### config.mk
export PLATFORM = sky130hd
export DESIGN_NAME = vector_lane_serializer
export DESIGN_NICKNAME = d
export VERILOG_FILES = /design/src/rtl/vector_lane_serializer.sv
export SDC_FILE = /design/constraint.sdc
export NUM_CORES = 1
export LEC_CHECK = 0
export ABC_CLOCK_PERIOD_IN_PS = 5200
export BUFFER_PORTS_ARGS = -buffer_cell sky130_fd_sc_hd__buf_2
export CORE_ASPECT_RATIO = 0.6
export CORE_UTILIZATION = 50
export CTS_BUF_LIST = sky130_fd_sc_hd__clkbuf_16
export DETAILED_ROUTE_END_ITERATION = 8
export GPL_TIMING_DRIVEN = 0
export PLACE_DENSITY = 0.71
export SYNTH_ARGS = -nofsm -noshare
export SYNTH_HDL_FRONTEND = slang
export SYNTH_SLANG_ARGS = --single-unit
### constraint.sdc
create_clock -name clk -period 5.2 [get_ports clk]
set_input_delay 1.3 -clock clk [delete_from_list [all_inputs] [get_ports clk]]
set_output_delay 1.3 -clock clk [all_outputs]
set_load 0.05 [all_outputs]
### src/rtl/vector_lane_serializer.sv
// Vector-to-lane serializer: buffers whole input vectors in a small FIFO and
// emits them one lane element per accepted transfer, lane 0 first.
module vector_lane_serializer #(
    parameter int unsigned bitwidth = 16,
    parameter int unsigned N        = 8,
    parameter int unsigned DEPTH    = 4
) (
    input  logic                      clk,
    input  logic                      rstn,
    input  logic [N*bitwidth-1:0]     in,
    input  logic                      in_valid,
    input  logic                      in_last,
    output logic [bitwidth-1:0]       out_data,
    output logic                      out_valid,
    input  logic                      out_ready,
    output logic                      out_last,
    output logic                      overflow,
    output logic [$clog2(DEPTH):0]    fifo_count
);

    localparam int unsigned PTR_W  = $clog2(DEPTH);
    localparam int unsigned CNT_W  = PTR_W + 1;
    localparam int unsigned LANE_W = (N > 1) ? $clog2(N) : 1;
    localparam int unsigned VEC_W  = N * bitwidth;

    localparam logic [LANE_W-1:0] LAST_LANE  = LANE_W'(N - 1);
    localparam logic [CNT_W-1:0]  FULL_COUNT = CNT_W'(DEPTH);

    logic [VEC_W-1:0]    vec_mem [DEPTH];
    logic [DEPTH-1:0]    last_mem;
    logic [PTR_W-1:0]    wr_ptr;
    logic [PTR_W-1:0]    rd_ptr;
    logic [LANE_W-1:0]   lane_idx;

    logic                full;
    logic                push;
    logic                xfer;
    logic                pop;
    logic                at_last_lane;
    logic [VEC_W-1:0]    head_vec;
    logic                head_last;
    logic [bitwidth-1:0] lane_sel [N];

    // A full FIFO drops the input even when a pop frees a slot this cycle.
    assign full         = (fifo_count == FULL_COUNT);
    assign push         = in_valid && !full;
    assign out_valid    = (fifo_count != '0);
    assign xfer         = out_valid && out_ready;
    assign at_last_lane = (lane_idx == LAST_LANE);
    assign pop          = xfer && at_last_lane;

    assign head_vec  = vec_mem[rd_ptr];
    assign head_last = last_mem[rd_ptr];

    for (genvar g = 0; g < N; g++) begin : g_lane
        assign lane_sel[g] = head_vec[g*bitwidth +: bitwidth];
    end

    assign out_data = lane_sel[lane_idx];
    assign out_last = head_last && at_last_lane && out_valid;

    // Vector storage; pointers are cleared by reset, so contents need no reset.
    always_ff @(posedge clk) begin
        if (rstn && push) begin
            vec_mem[wr_ptr]  <= in;
            last_mem[wr_ptr] <= in_last;
        end
    end

    // Pointers, occupancy, lane position and sticky overflow.
    always_ff @(posedge clk) begin
        if (!rstn) begin
            wr_ptr     <= '0;
            rd_ptr     <= '0;
            lane_idx   <= '0;
            fifo_count <= '0;
            overflow   <= 1'b0;
        end else begin
            if (push) begin
                wr_ptr <= wr_ptr + PTR_W'(1);
            end
            if (pop) begin
                rd_ptr <= rd_ptr + PTR_W'(1);
            end
            if (xfer) begin
                lane_idx <= at_last_lane ? '0 : lane_idx + LANE_W'(1);
            end
            if (in_valid && full) begin
                overflow <= 1'b1;
            end
            case ({push, pop})
                2'b10:   fifo_count <= fifo_count + CNT_W'(1);
                2'b01:   fifo_count <= fifo_count - CNT_W'(1);
                default: fifo_count <= fifo_count;
            endcase
        end
    end

endmodule

== Word level (Yosys, flattened, before mapping) ==
Memory sizes are Yosys's and may differ from the RTL's. A register that Yosys moved wholly into a read port is not among the register bits.
Cells that the tools add are included.

* Register bits: 15
* RAM bits: 512
* Logic and storage cells: 46
* Input bits: 133
* Memories: 1

{| class="wikitable"
|+ Memory list
! memory !! depth !! bits a word !! rd ports !! clocked after Yosys merged registers in !! write ports !! line !! text
|-
| vec_mem || 4 || 128 || 1 || 1 || 1 || 29 || <nowiki>logic [VEC_W-1:0] vec_mem [DEPTH];</nowiki>
|}

* Bitwise logic cells: 1
* Multiplexer cells: 14
* $lt $le $gt $ge: 4
* Add/sub/neg operators: 5
* Reductions and logical operators: 11
* Equal/unequal tests: 4

{| class="wikitable"
|+ Operators with widths
! kind !! number
|-
| binary-select mux 16 bit (select 3 bit) || 1
|-
| 2-to-1 mux 16 bit || 2
|-
| logical AND 1 bit || 8
|-
| adder 3 x 1 -> 3 bit (second input constant) || 2
|-
| equality test 3 bit (second input constant) || 2
|-
| less-than comparator 2 x 3 -> 1 bit (second input constant) || 2
|-
| one-hot mux 3 bit (2 select lines) || 1
|-
| adder 2 x 1 -> 2 bit (second input constant) || 2
|-
| bitwise mux 4 bit || 1
|-
| >= comparator 4 bit (second input constant) || 1
|-
| 2-to-1 mux 1 bit || 4
|-
| 2-to-1 mux 2 bit || 2
|-
| inverter 3 -> 4 bit || 1
|-
| 2-to-1 mux 3 bit || 1
|-
| nonzero test 3 bit || 1
|-
| subtractor 3 x 1 -> 3 bit (second input constant) || 1
|-
| binary-select mux 1 bit (select 2 bit) || 1
|-
| demux 1 bit (select 2 bit) || 1
|-
| equality test 2 x 1 -> 1 bit (second input constant) || 1
|-
| equality test 2 bit (second input constant) || 1
|-
| >= comparator 2 x 1 -> 1 bit (second input constant) || 1
|-
| nonzero test 2 bit || 1
|-
| logical NOT 1 bit || 1
|}

== Longest topological paths before layout ==
* Depth in word-level cells: 6
* Mapped depth: 9

== Least setup slack after synthesis ==
Ideal clock, no wire load.

* Path type: input to register
* From: input in_valid
* To: register last_mem[0] (enable)
* Data required time: 4.695 ns
* Arrival: 4.710 ns
* Stages on the path: 2
* Setup slack: -0.015 ns
* Cells stage by stage: a21boi_1 > and3_1

* Word-level cells in the longest chain between the ends: 2

{| class="wikitable"
|+ Ends and longest elaborated chain
! what !! line !! text
|-
| start: declaration || 11 || <nowiki>input logic in_valid,</nowiki>
|-
| logical AND 1 bit || 46 || <nowiki>assign push = in_valid && !full;</nowiki>
|-
| logical AND 1 bit || 64 || <nowiki>if (rstn && push) begin</nowiki>
|-
| end signal: indexed assignment || 66 || <nowiki>last_mem[wr_ptr] <= in_last;</nowiki>
|-
| end: declaration || 30 || <nowiki>logic [DEPTH-1:0] last_mem;</nowiki>
|}

No other way between the ends.
A chain may end at the register's enable or synchronous reset.

== Worst setup path after layout ==
* From: register lane_idx[1]
* To: output out_data[6]

* Word-level cells in the longest chain between the ends: 4

{| class="wikitable"
|+ Ends and longest elaborated chain
! what !! line !! text
|-
| start: declaration || 33 || <nowiki>logic [LANE_W-1:0] lane_idx;</nowiki>
|-
| start signal: assignment || 86 || <nowiki>lane_idx <= at_last_lane ? '0 : lane_idx + LANE_W'(1);</nowiki>
|-
| inverter 3 -> 4 bit (not written as such) || 59 || <nowiki>assign out_data = lane_sel[lane_idx];</nowiki>
|-
| binary-select mux 16 bit (select 3 bit) || 59 ||
|-
| 2-to-1 mux 16 bit (not written as such) (2 in a row) || 59 ||
|-
| end: declaration || 13 || <nowiki>output logic [bitwidth-1:0] out_data,</nowiki>
|}

No other way between the ends. The select of a mux whose other input is x is not followed.

==> metrics.yaml <==
status: "finished clean"
synth_area_um2: 20760
dr.pass1.iters: 5
yosysSeqAreaShare_pct: 75.90
routabilityCongestion: 0.8077
avgViaCountPerCell: 5.764
cts_inserted_buffers: 47
synth_flop_cell: "edfxtp_1"
synth_cell_types: 39
vdd_drop_max_mv: 0.2652
cts_sinks: 529
grt_pass1_wl_um: 70750
routedWlPerCell_um: 24.59
multi_input_area_um2: 4496
synth_area_per_cell_um2: 17.96
synthCells: 1156
placement_rows: 57
hold_buffers: 0
finalCritPeriodShare_pct: 91.43
synth.area.top_cells: "edfxtp_1 (75%), mux2i_1 (12%), a22oi_1 (2.3%)"
io_buffers: 154
fillers: 3061
drive_above_1_share_pct: 20.57
fin_crit_ps: 4754
initial_core_util_pct: 50.98
critPathRequiredTime_ps: 3900
tns_ps: 0
cts_tree: "done"
drc: 0
rsz0062_at_grt: "no"
dp_slack_ps: 1208
worst_pin_slew_ps: 876.2
cp_max_fo: 10
startpoint_type: "register"
dieWidth_um: 265.1
synthArstFlopShare_pct: 0
setup_viol: 0
drt_iter0_markers: 1115
grtUsageTotal_pct: 22.84
ant_nets: 0
min_path_type: "reg2reg"
htreeDepth: 2
worst_clock_skew_ps: 11.60
seq_area_um2: 15760
slew_viol_final: 0
hold_viol_final: 0
place_area_um2: 22470
io_pins: 155
synth-edff-count: 516
cts_root_buf: "clkbuf_16"
yosys_warnings: 0
cts_max_path_buffers: 3
critPathCaptureType: "output pin"
finalWirelength_um: 48290
gr-total-overflow: 0
power.density_nw_per_um2: 363.1
vias: 11320
yosys.area.top_type: "edfxtp_1"
netlist.area_leader.share_pct: 74.64
fin_area_um2: 23930
clock_latency_ps: 570
die-area_um2: 42360
slew_headroom_pct: 41.31
whs_ps: 524.8
design.core.area_um2: 40720
crit_type: "reg2out"
power.leakage_nw: 7.638
max_freq_mhz: 210.3
antenna_found_initial: 7
grt_pass1_vias: 11064
grt_max_degree: 52
synth_nets: 1297
nets: 1508
cts_post_setup_buffers_inserted: 0
arrival_ps: 3450
syn2layout_area_growth_pct: 15.29
synth_seq_cells: 529
fin_ws_ps: 445.6
drv_cap: 0
cts_resized: 0
path_clk_slew_ps: 60
die_y_um: 159.8
hpwl_um: 31740
-- layer usage --
layer / up-vias / global-route usage, % / part of all wire, %
met2: 460 / 35.31 / 46
li1: 5037 / - / -
met1: 5742 / 33.45 / 43
met5: - / 0 / 0.099
met4: 6 / 5.202 / 1.8
met3: 75 / 4.873 / 8.5
-- area by class of cell --
class | count | share of cell area, %
multi-input combinational | 553 | 18.78
antenna | 4 | 0.04183
inverter | 6 | 0.09411
clock inverter | 33 | 0.9411
clock buffer | 49 | 5.124
buffer | 68 | 2.112
timing repair buffer | 162 | 4.141
sequential | 529 | 65.83
tap | 560 | 2.928
-- cell usage in the layout (no fill, tap or decap), types with 18 or more instances in the layout --
master,count
buf_2,173
edfxtp_1,516
clkbuf_16,49
mux2i_1,256
nand3_1,34
a22oi_1,64
a22o_1,32
buf_4,18
nand2_1,38
a21oi_1,33
-- through the flow --
| step | utilization, % | power, W | cells |
|---|---|---|---|
| floorplan | - | 0.005199 | 1156 |
| global placement | 54.60 | 0.005423 | 1870 |
| detailed placement | 55.18 | 0.005446 | 1878 |
| CTS | 58.74 | 0.008726 | 1960 |
| global route | 58.75 | 0.008949 | 1961 |
| finish | 58.77 | 0.008689 | 1964 |
-- power breakdown --
part	internal [W]	switching [W]
Combinational	0.000156	0.000371
Clock	0.00184	0.00149
Sequential	0.00480	0.0000279
-- flip-flops by register name, indices dropped and copies added, names as in the netlist, named ones only --
register / cells
lane_idx: 3
overflow: 1
wr_ptr: 2
vec_mem: 512
last_mem: 4
fifo_count: 3
rd_ptr: 2
-- synthesized netlist by cell type, drive strengths merged, types with 2 or more instances --
cell type,number
a21boi,5
a21oi,33
a22o,32
a22oi,64
a31oi,17
and2,5
and3,6
buf,56
clkbuf,12
dfxtp,13
edfxtp,516
ha,7
inv,6
mux2i,256
nand2,39
nand2b,2
nand3,34
nand4,16
nor2,2
nor2b,6
nor3,17
o21ai,2
or3,2
xnor2,4
-- worst paths after layout --
path | startpoint | endpoint | slack, ps | depth (start not counted)
worst min register to register | wr_ptr[1] | wr_ptr[1] | 520 | 2
worst max-delay path | lane_idx[1] | out_data[6] | 450 | 7
worst min-delay path | wr_ptr[1] | wr_ptr[1] | 520 | 2
worst max register to register | fifo_count[0] | vec_mem[2][70] | 2510 | 5
-- cells by family (layout without fill, tap and decap cells) --
group | count (synthesis) | in the layout | synth area share, %
AO/OA/AOI/OAI | 153 | 153 | 5.202
flip-flops | 529 | 529 | 75.90
adder cells (fa/ha/maj) | 8 | 8 | 0.5183
XOR/XNOR | 5 | 5 | 0.2109
multiplexers | 257 | 257 | 12.45
other | 0 | 4 | 0
AND/OR/NAND/NOR | 130 | 130 | 3.177
buffers and inverters | 74 | 318 | 2.544
-- worst max-delay path, stage by stage (launching register included) --
cell and delay (ps):
dfxtp_1 360, nand2b_1 160, buf_1 400, clkbuf_1 580, a21oi_1 140, a31oi_1 710
nand3_1 240, buf_2 290
Power figures use the tool's default switching activity.
